<file path="src/rtl/key_debounce_if.sv">
// Push-button bus between the raw key source and the debouncer.
// The master drives the raw key. The slave returns the debounced events and the press count.
interface key_debounce_if;
    logic       KEY_In;
    logic       KEY_OK;
    logic       KEY_Release;
    logic       KEY_Level;
    logic [7:0] KEY_Count;

    modport master (
        output KEY_In,
        input  KEY_OK,
        input  KEY_Release,
        input  KEY_Level,
        input  KEY_Count
    );

    modport slave (
        input  KEY_In,
        output KEY_OK,
        output KEY_Release,
        output KEY_Level,
        output KEY_Count
    );
endinterface

</file>
<file path="src/rtl/key_debounce.sv">
// Debounces an active-low push-button and generates press, release and auto-repeat pulses.
// It also keeps a wrapping count of accepted presses. Every output is registered.
module key_debounce #(
    parameter logic [29:0] DEBOUNCE_T = 30'd1_000_000,
    parameter logic [29:0] HOLD_T     = 30'd25_000_000,
    parameter logic [29:0] REPEAT_T   = 30'd5_000_000,
    parameter logic        REPEAT_EN  = 1'b1
) (
    input  logic           CLK,
    input  logic           RST,
    key_debounce_if.slave  key_bus
);
    typedef enum logic [1:0] {
        IDLE         = 2'd0,
        PRESS_WAIT   = 2'd1,
        PRESSED      = 2'd2,
        RELEASE_WAIT = 2'd3
    } state_t;

    state_t      r_state, w_state_next;
    logic [29:0] r_cnt, w_cnt_next;
    logic        r_rep, w_rep_next;
    logic        r_sync1, r_sync2;
    logic        w_key_s;
    logic        r_ok, w_ok_next;
    logic        r_rel, w_rel_next;
    logic        r_lvl, w_lvl_next;
    logic [7:0]  r_count, w_count_next;
    logic [29:0] w_hold_target;

    // The synchronizer idles high (released), so the FSM sees a release during and right after reset.
    assign w_key_s       = ~r_sync2;
    assign w_hold_target = r_rep ? (REPEAT_T - 30'd1) : (HOLD_T - 30'd1);

    always_ff @(posedge CLK) begin
        if (RST) begin
            r_sync1 <= 1'b1;
            r_sync2 <= 1'b1;
            r_state <= IDLE;
            r_cnt   <= '0;
            r_rep   <= 1'b0;
            r_ok    <= 1'b0;
            r_rel   <= 1'b0;
            r_lvl   <= 1'b0;
            r_count <= '0;
        end else begin
            r_sync1 <= key_bus.KEY_In;
            r_sync2 <= r_sync1;
            r_state <= w_state_next;
            r_cnt   <= w_cnt_next;
            r_rep   <= w_rep_next;
            r_ok    <= w_ok_next;
            r_rel   <= w_rel_next;
            r_lvl   <= w_lvl_next;
            r_count <= w_count_next;
        end
    end

    always_comb begin
        w_state_next = r_state;
        w_cnt_next   = r_cnt;
        w_rep_next   = r_rep;
        w_ok_next    = 1'b0;
        w_rel_next   = 1'b0;
        w_lvl_next   = r_lvl;
        w_count_next = r_count;
        case (r_state)
            IDLE: begin
                if (w_key_s) begin
                    w_state_next = PRESS_WAIT;
                    w_cnt_next   = '0;
                end
            end
            PRESS_WAIT: begin
                if (!w_key_s) begin
                    w_state_next = IDLE;
                    w_cnt_next   = '0;
                end else if (r_cnt == DEBOUNCE_T - 30'd1) begin
                    w_state_next = PRESSED;
                    w_cnt_next   = '0;
                    w_rep_next   = 1'b0;
                    w_ok_next    = 1'b1;
                    w_lvl_next   = 1'b1;
                    w_count_next = r_count + 8'd1;
                end else begin
                    w_cnt_next = r_cnt + 30'd1;
                end
            end
            PRESSED: begin
                // r_rep switches the hold target from the first-repeat delay to the repeat period.
                if (!w_key_s) begin
                    w_state_next = RELEASE_WAIT;
                    w_cnt_next   = '0;
                end else if (REPEAT_EN) begin
                    if (r_cnt == w_hold_target) begin
                        w_ok_next  = 1'b1;
                        w_cnt_next = '0;
                        w_rep_next = 1'b1;
                    end else begin
                        w_cnt_next = r_cnt + 30'd1;
                    end
                end
            end
            RELEASE_WAIT: begin
                if (w_key_s) begin
                    w_state_next = PRESSED;
                    w_cnt_next   = '0;
                    w_rep_next   = 1'b0;
                end else if (r_cnt == DEBOUNCE_T - 30'd1) begin
                    w_state_next = IDLE;
                    w_cnt_next   = '0;
                    w_rel_next   = 1'b1;
                    w_lvl_next   = 1'b0;
                end else begin
                    w_cnt_next = r_cnt + 30'd1;
                end
            end
            default: begin
                w_state_next = IDLE;
                w_cnt_next   = '0;
            end
        endcase
    end

    assign key_bus.KEY_OK      = r_ok;
    assign key_bus.KEY_Release = r_rel;
    assign key_bus.KEY_Level   = r_lvl;
    assign key_bus.KEY_Count   = r_count;
endmodule

</file>
<file path="src/flat_wrapper.sv">
// flat-port wrapper written by rule: the top's interface ports become plain ports
module key_debounce_flat 
#(
    parameter logic [29:0] DEBOUNCE_T = 30'd1_000_000,
    parameter logic [29:0] HOLD_T     = 30'd25_000_000,
    parameter logic [29:0] REPEAT_T   = 30'd5_000_000,
    parameter logic        REPEAT_EN  = 1'b1
)
  (CLK, RST, key_bus_KEY_In, key_bus_KEY_OK, key_bus_KEY_Release, key_bus_KEY_Level, key_bus_KEY_Count);
  key_debounce_if key_bus_i ();
  input  logic CLK;
  input  logic RST;
  input wire logic [$bits(key_bus_i.KEY_In)-1:0] key_bus_KEY_In;
  output wire logic [$bits(key_bus_i.KEY_OK)-1:0] key_bus_KEY_OK;
  output wire logic [$bits(key_bus_i.KEY_Release)-1:0] key_bus_KEY_Release;
  output wire logic [$bits(key_bus_i.KEY_Level)-1:0] key_bus_KEY_Level;
  output wire logic [$bits(key_bus_i.KEY_Count)-1:0] key_bus_KEY_Count;
  assign key_bus_i.KEY_In = key_bus_KEY_In;
  assign key_bus_KEY_OK = key_bus_i.KEY_OK;
  assign key_bus_KEY_Release = key_bus_i.KEY_Release;
  assign key_bus_KEY_Level = key_bus_i.KEY_Level;
  assign key_bus_KEY_Count = key_bus_i.KEY_Count;
  key_debounce #(.DEBOUNCE_T(DEBOUNCE_T), .HOLD_T(HOLD_T), .REPEAT_T(REPEAT_T), .REPEAT_EN(REPEAT_EN)) u_core (.CLK(CLK), .RST(RST), .key_bus(key_bus_i));
endmodule
</file>
<file path="config.mk">
export PLATFORM = sky130hd
export DESIGN_NAME = key_debounce_flat
export DESIGN_NICKNAME = d
export VERILOG_FILES = /design/src/rtl/key_debounce_if.sv /design/src/rtl/key_debounce.sv /design/src/flat_wrapper.sv
export SDC_FILE = /design/constraint.sdc
export NUM_CORES = 1
export LEC_CHECK = 0
export CAP_MARGIN = 20
export CORE_UTILIZATION = 49
export DETAILED_ROUTE_END_ITERATION = 7
export PLACE_DENSITY_LB_ADDON = 0.05
export SLEW_MARGIN = 30
export SYNTH_ARGS = -nofsm -noshare
export SYNTH_HDL_FRONTEND = slang
export SYNTH_SLANG_ARGS = --single-unit
</file>
<file path="constraint.sdc">
create_clock -name CLK -period 5.7 [get_ports CLK]
set_input_delay 1.14 -clock CLK [delete_from_list [all_inputs] [get_ports CLK]]
set_output_delay 1.14 -clock CLK [all_outputs]
set_load 0.05 [all_outputs]
</file>
After elaboration in Yosys (flattened, before gate mapping). Cells that the tools add are included.

Register bits after elaboration: 46. Input bits: 3. Output and inout port bits: 11.

Add/sub/neg operators: 2. Equal/unequal tests: 16. Mux-type cells: 30. Bitwise gates (word level): 2. Reductions and logical operators: 8.

Operator list (count): 30-bit two-way mux (6); 30-bit one-hot mux with 4 select lines (1); 30-bit by 1-bit adder with 30-bit output (second input constant) (1); 30-bit by 20-bit == test with 1-bit output (second input constant) (1); 30-bit == test (1); 25-bit two-way mux (1); 1-bit two-way mux (12); 2-bit two-way mux (6); 2-bit by 1-bit inequality test with 1-bit output (second input constant) (5); 8-bit by 1-bit adder with 8-bit output (second input constant) (1); 2-bit inequality test (second input constant) (4); 2-bit one-hot mux with 4 select lines (1); 6-bit AND reduction (1); 5-bit AND reduction (1); 2-bit == test (second input constant) (2); 1-bit one-hot mux with 2 select lines (2); 4-bit AND reduction (1); 3-bit by 1-bit inequality test with 1-bit output (second input constant) (1); 3-bit inequality test (second input constant) (1); 1-bit one-hot mux with 3 select lines (1); 3-bit AND reduction (1); 3-bit nonzero test (1); 3-bit OR reduction (1); 2-bit by 1-bit == test with 1-bit output (second input constant) (1); other kinds (3) (4).

Depth between registers and ports, before layout.
Depth in word-level cells: 5. Depth in mapped cells: 9. Mapped depth without buffers: 8.

Worst setup path before layout. Ideal clock, no wire load.

Kind: register to register. From: register u_core.r_cnt[25]. To: register u_core.r_count[3] (netlist: u_core.key_bus.KEY_Count[3]). Arrival: 2049 ps. Required time: 5572 ps. Slack: 3524 ps. Stages on the path, launching flop included: 7. Cells stage by stage: dfxtp_1 -> or4_1 -> or4_4 -> nor4_4 -> nand4_1 -> xor2_1 -> nor2_1.

Longest elaborated chain between the ends: 2.

RTL lines: start: declaration (line key_debounce.sv:21) `logic [29:0] r_cnt, w_cnt_next;`; start signal: assignment (line key_debounce.sv:50) `r_cnt <= w_cnt_next;`; 30-bit by 20-bit == test with 1-bit output (line key_debounce.sv:78) `end else if (r_cnt == DEBOUNCE_T - 30'd1) begin`; 3-bit AND reduction (no source line); end signal: assignment (line key_debounce.sv:55) `r_count <= w_count_next;`; end: declaration (line key_debounce.sv:28) `logic [7:0] r_count, w_count_next;`.

No other way between the ends. A chain may end at the register's enable or synchronous reset.

==> flow_summary.toml <==
[drt]
num_vias = 2241
ant_nets = 0
via_per_inst = 5.85
wirelength_mm = 5.47
drc = 0
drt_iter0_markers = 114
wl_per_cell_um = 14.3
firstDrtPassIters = 4

[grt]
grt_pass1_wl_mm = 9.56
overflow = 0
grt_pass1_vias = 2075
antenna_found_initial = 0
grt_max_degree = 28
track_usage_pct = 23.3

[logic_synthesis]
synth_cells = 305
synth-edff-count = 0
synth_top_area_share_pct = 37.6
synth_warnings = 0
ys_async_sr_fraction_pct = 0
ys_ff_latch = 46
syn_area_um2 = 2450
ys.flop_type = "dfxtp_1"
syn_nets = 314
yosysMostFrequentCell = "dfxtp_1"
yosysUniqueCellTypes = 51
ys_seq_area_share_pct = 37.6
synth_commonest_cells = "dfxtp_1, nand2_1, nand3_1, nor2_1"
yosys.area.top_type = "dfxtp_1"
syn_avg_cell_area_um2 = 8.03
synth_area_leaders = "dfxtp_1, nand3_1, nand2_1"

[pwr]
pwr-share-seq_pct = 55.8
p_clk_share_pct = 35.3
vdd_drop_max_mv = 0.110
power.density_nw_per_um2 = 216
p_switching_w = 0.000147
swShare_pct = 25.1
power.share.combinational_pct = 8.9
p_int_w = 0.000439
leakage_nw = 0.876

[setup_path]
critPathMaxFanout = 27
crit_end = "u_core.r_cnt[28]$_SDFFE_PP0P_"
path_class = "input port to flop"
worstReg2RegEnd = "u_core.r_cnt[12]$_SDFFE_PP0P_"
startpoint_type = "input port"
r2r_start = "u_core.r_cnt[9]$_SDFFE_PP0P_"
reg2reg_depth = 6
cp.required_ns = 5.95
crit_buf_inv = 1
cp_num_cells = 4
crit_slowest_cell = "clkdlybuf4s50_1"
cp.arrival_ns = 3.14
regToRegSetupSlack_ns = 3.14
cpPeakStageDelay_ns = 0.78
cp-end-kind = "flop"
crit_start = "RST"
crit_path_cell_trace = "clkdlybuf4s50_1 > a31o_2 > or4_1 > nand3_1"
critical-path-top-delay-family = "buffers and inverters"

[clock_network]
cts_resized = 0
cts_hold_buf = 0
cts.clk_slew.worst_paths_ns = 0.08
htreeDepth = 2
cts_made_buffers = 5
cts_buffer_depth = 2
cts_setup_buffers = 0
cts_tree = "built"
cts-root-buf = "clkbuf_8"
clock-sinks = 46
clk_latency_ns = 0.30

[placed_design]
gp_congestion = 0.822
dp.cells = 375
dp_hpwl_mm = 3.69
port_buffers = 13

[timing]
skew_ns = 0.00389
rsz0062_at_grt = "no"
hold_viol_final = 0
max_freq_ghz = 0.346
setup_viol = 0
drv_slew = 0
hold_slack_ns = 0.421
post-route-period-util_pct = 50.7
period_needed_ns = 2.89
finalSetupTns_ns = 0
worst_slew_margin_rel_pct = 52.2
worstMarginPinSlew_ns = 0.715

[layout]
nets = 324
seq_area_um2 = 921
final_layout_size_suffix_gt1_share_pct = 6.33
stdcell_count = 383
multi_input_area_um2 = 1440
area_delta_synth_final_pct = 10.9
n_antenna_cell = 0
fillerInstances = 450

[floorplanning]
die_h_um = 72.7
die_area_um2 = 5290
start_util_pct = 51.5
core.rowCount = 25
fp.dieW_um = 72.7
coreArea_um2 = 4750
pin_count = 14

[run_status]
outcome = "completed"

[flow_run]
drv_cap = 0

[hold_path]
hold_path_class = "flop to flop"
kinds of logic after synthesis:
group | Yosys count | share of synthesized area (%)
mux | 1 | 0.409
flops | 46 | 37.6
compound gates | 58 | 17.0
simple gates | 162 | 34.7
buf+inv | 22 | 3.73
xor+xnor | 10 | 3.58
fa+ha+maj | 6 | 3.06
registers in the layout (all words and copies together), names as in the netlist, named ones only:
signal                      flops
u_core.r_cnt                   30
u_core.key_bus.KEY_Release      1
u_core.r_sync1                  1
u_core.key_bus.KEY_Level        1
u_core.key_bus.KEY_Count        8
u_core.r_state                  1
u_core.r_sync2                  1
u_core.r_rep                    1
u_core.key_bus.KEY_OK           1
layout by cell type, fill, tap and decap left out, types with 3 or more instances in the layout:
| cell | n |
|---|---|
| nand4_1 | 8 |
| or2_2 | 4 |
| clkdlybuf4s50_1 | 13 |
| nand3_1 | 36 |
| ha_1 | 6 |
| inv_1 | 10 |
| nand2b_1 | 4 |
| xor2_1 | 8 |
| clkbuf_8 | 6 |
| or4_1 | 4 |
| o211ai_1 | 3 |
| a21oi_1 | 10 |
| o311ai_0 | 8 |
| or3_1 | 9 |
| dfxtp_1 | 46 |
| o21ai_0 | 8 |
| nand2_1 | 44 |
| o311ai_1 | 5 |
| o32ai_1 | 3 |
| and2_1 | 8 |
| nor3_1 | 10 |
| nor2_1 | 19 |
| nor2b_1 | 3 |
final cells by class:
cell class	instances	share of cell area (%)
Clock buffer	7	3.18
Multi-Input combinational cell	237	52.9
Timing Repair Buffer	15	5.34
Clock inverter	1	0.184
Tap cell	67	3.09
Inverter	10	1.38
Sequential cell	46	33.9
worst min-delay path by stage:
| stage | startpoint | to | cells after the start |
|---|---|---|---|
| floorplan | u_core.r_sync1$_SDFF_PP1_ | u_core.r_sync2$_SDFF_PP1_ | 1 |
| global placement | u_core.r_sync1$_SDFF_PP1_ | u_core.r_sync2$_SDFF_PP1_ | 1 |
| detailed placement | u_core.r_sync1$_SDFF_PP1_ | u_core.r_sync2$_SDFF_PP1_ | 1 |
| CTS | u_core.r_sync1$_SDFF_PP1_ | u_core.r_sync2$_SDFF_PP1_ | 1 |
| global route | u_core.r_sync1$_SDFF_PP1_ | u_core.r_sync2$_SDFF_PP1_ | 1 |
| finish | u_core.r_sync1$_SDFF_PP1_ | u_core.r_sync2$_SDFF_PP1_ | 1 |
per-layer routing:
layer | up-vias | track usage, % | wire (um)
met5 | - | 0 | 0
met1 | 1059 | 30.2 | 2680
li1 | 1140 | - | -
met2 | 34 | 38.7 | 2570
met3 | 8 | 4.14 | 150
met4 | 0 | 8.50 | 68
power groups by stage:
stage / Sequential, W / Clock (W) / Combinational (W)
3_5_place_dp: 0.000335 / 0 / 0.0000522
4_1_cts: 0.000327 / 0.000213 / 0.0000524
5_1_grt: 0.000328 / 0.000227 / 0.0000585
2_1_floorplan: 0.000334 / 0 / 0.0000397
3_3_place_gp: 0.000335 / 0 / 0.0000513
6_report: 0.000327 / 0.000207 / 0.0000524
metrics by stage:
stage | worst slack (ns) | cell area [um^2] | total power, W | utilization (%)
CTS | 2.82 | 2720 | 0.000593 | 57.1
global placement | 2.50 | 2630 | 0.000386 | 55.2
global route | 2.67 | 2720 | 0.000614 | 57.1
floorplan | 3.52 | 2450 | 0.000373 | -
finish | 2.81 | 2720 | 0.000587 | 57.1
detailed placement | 2.50 | 2630 | 0.000387 | 55.2
Power figures use the tool's default switching activity.
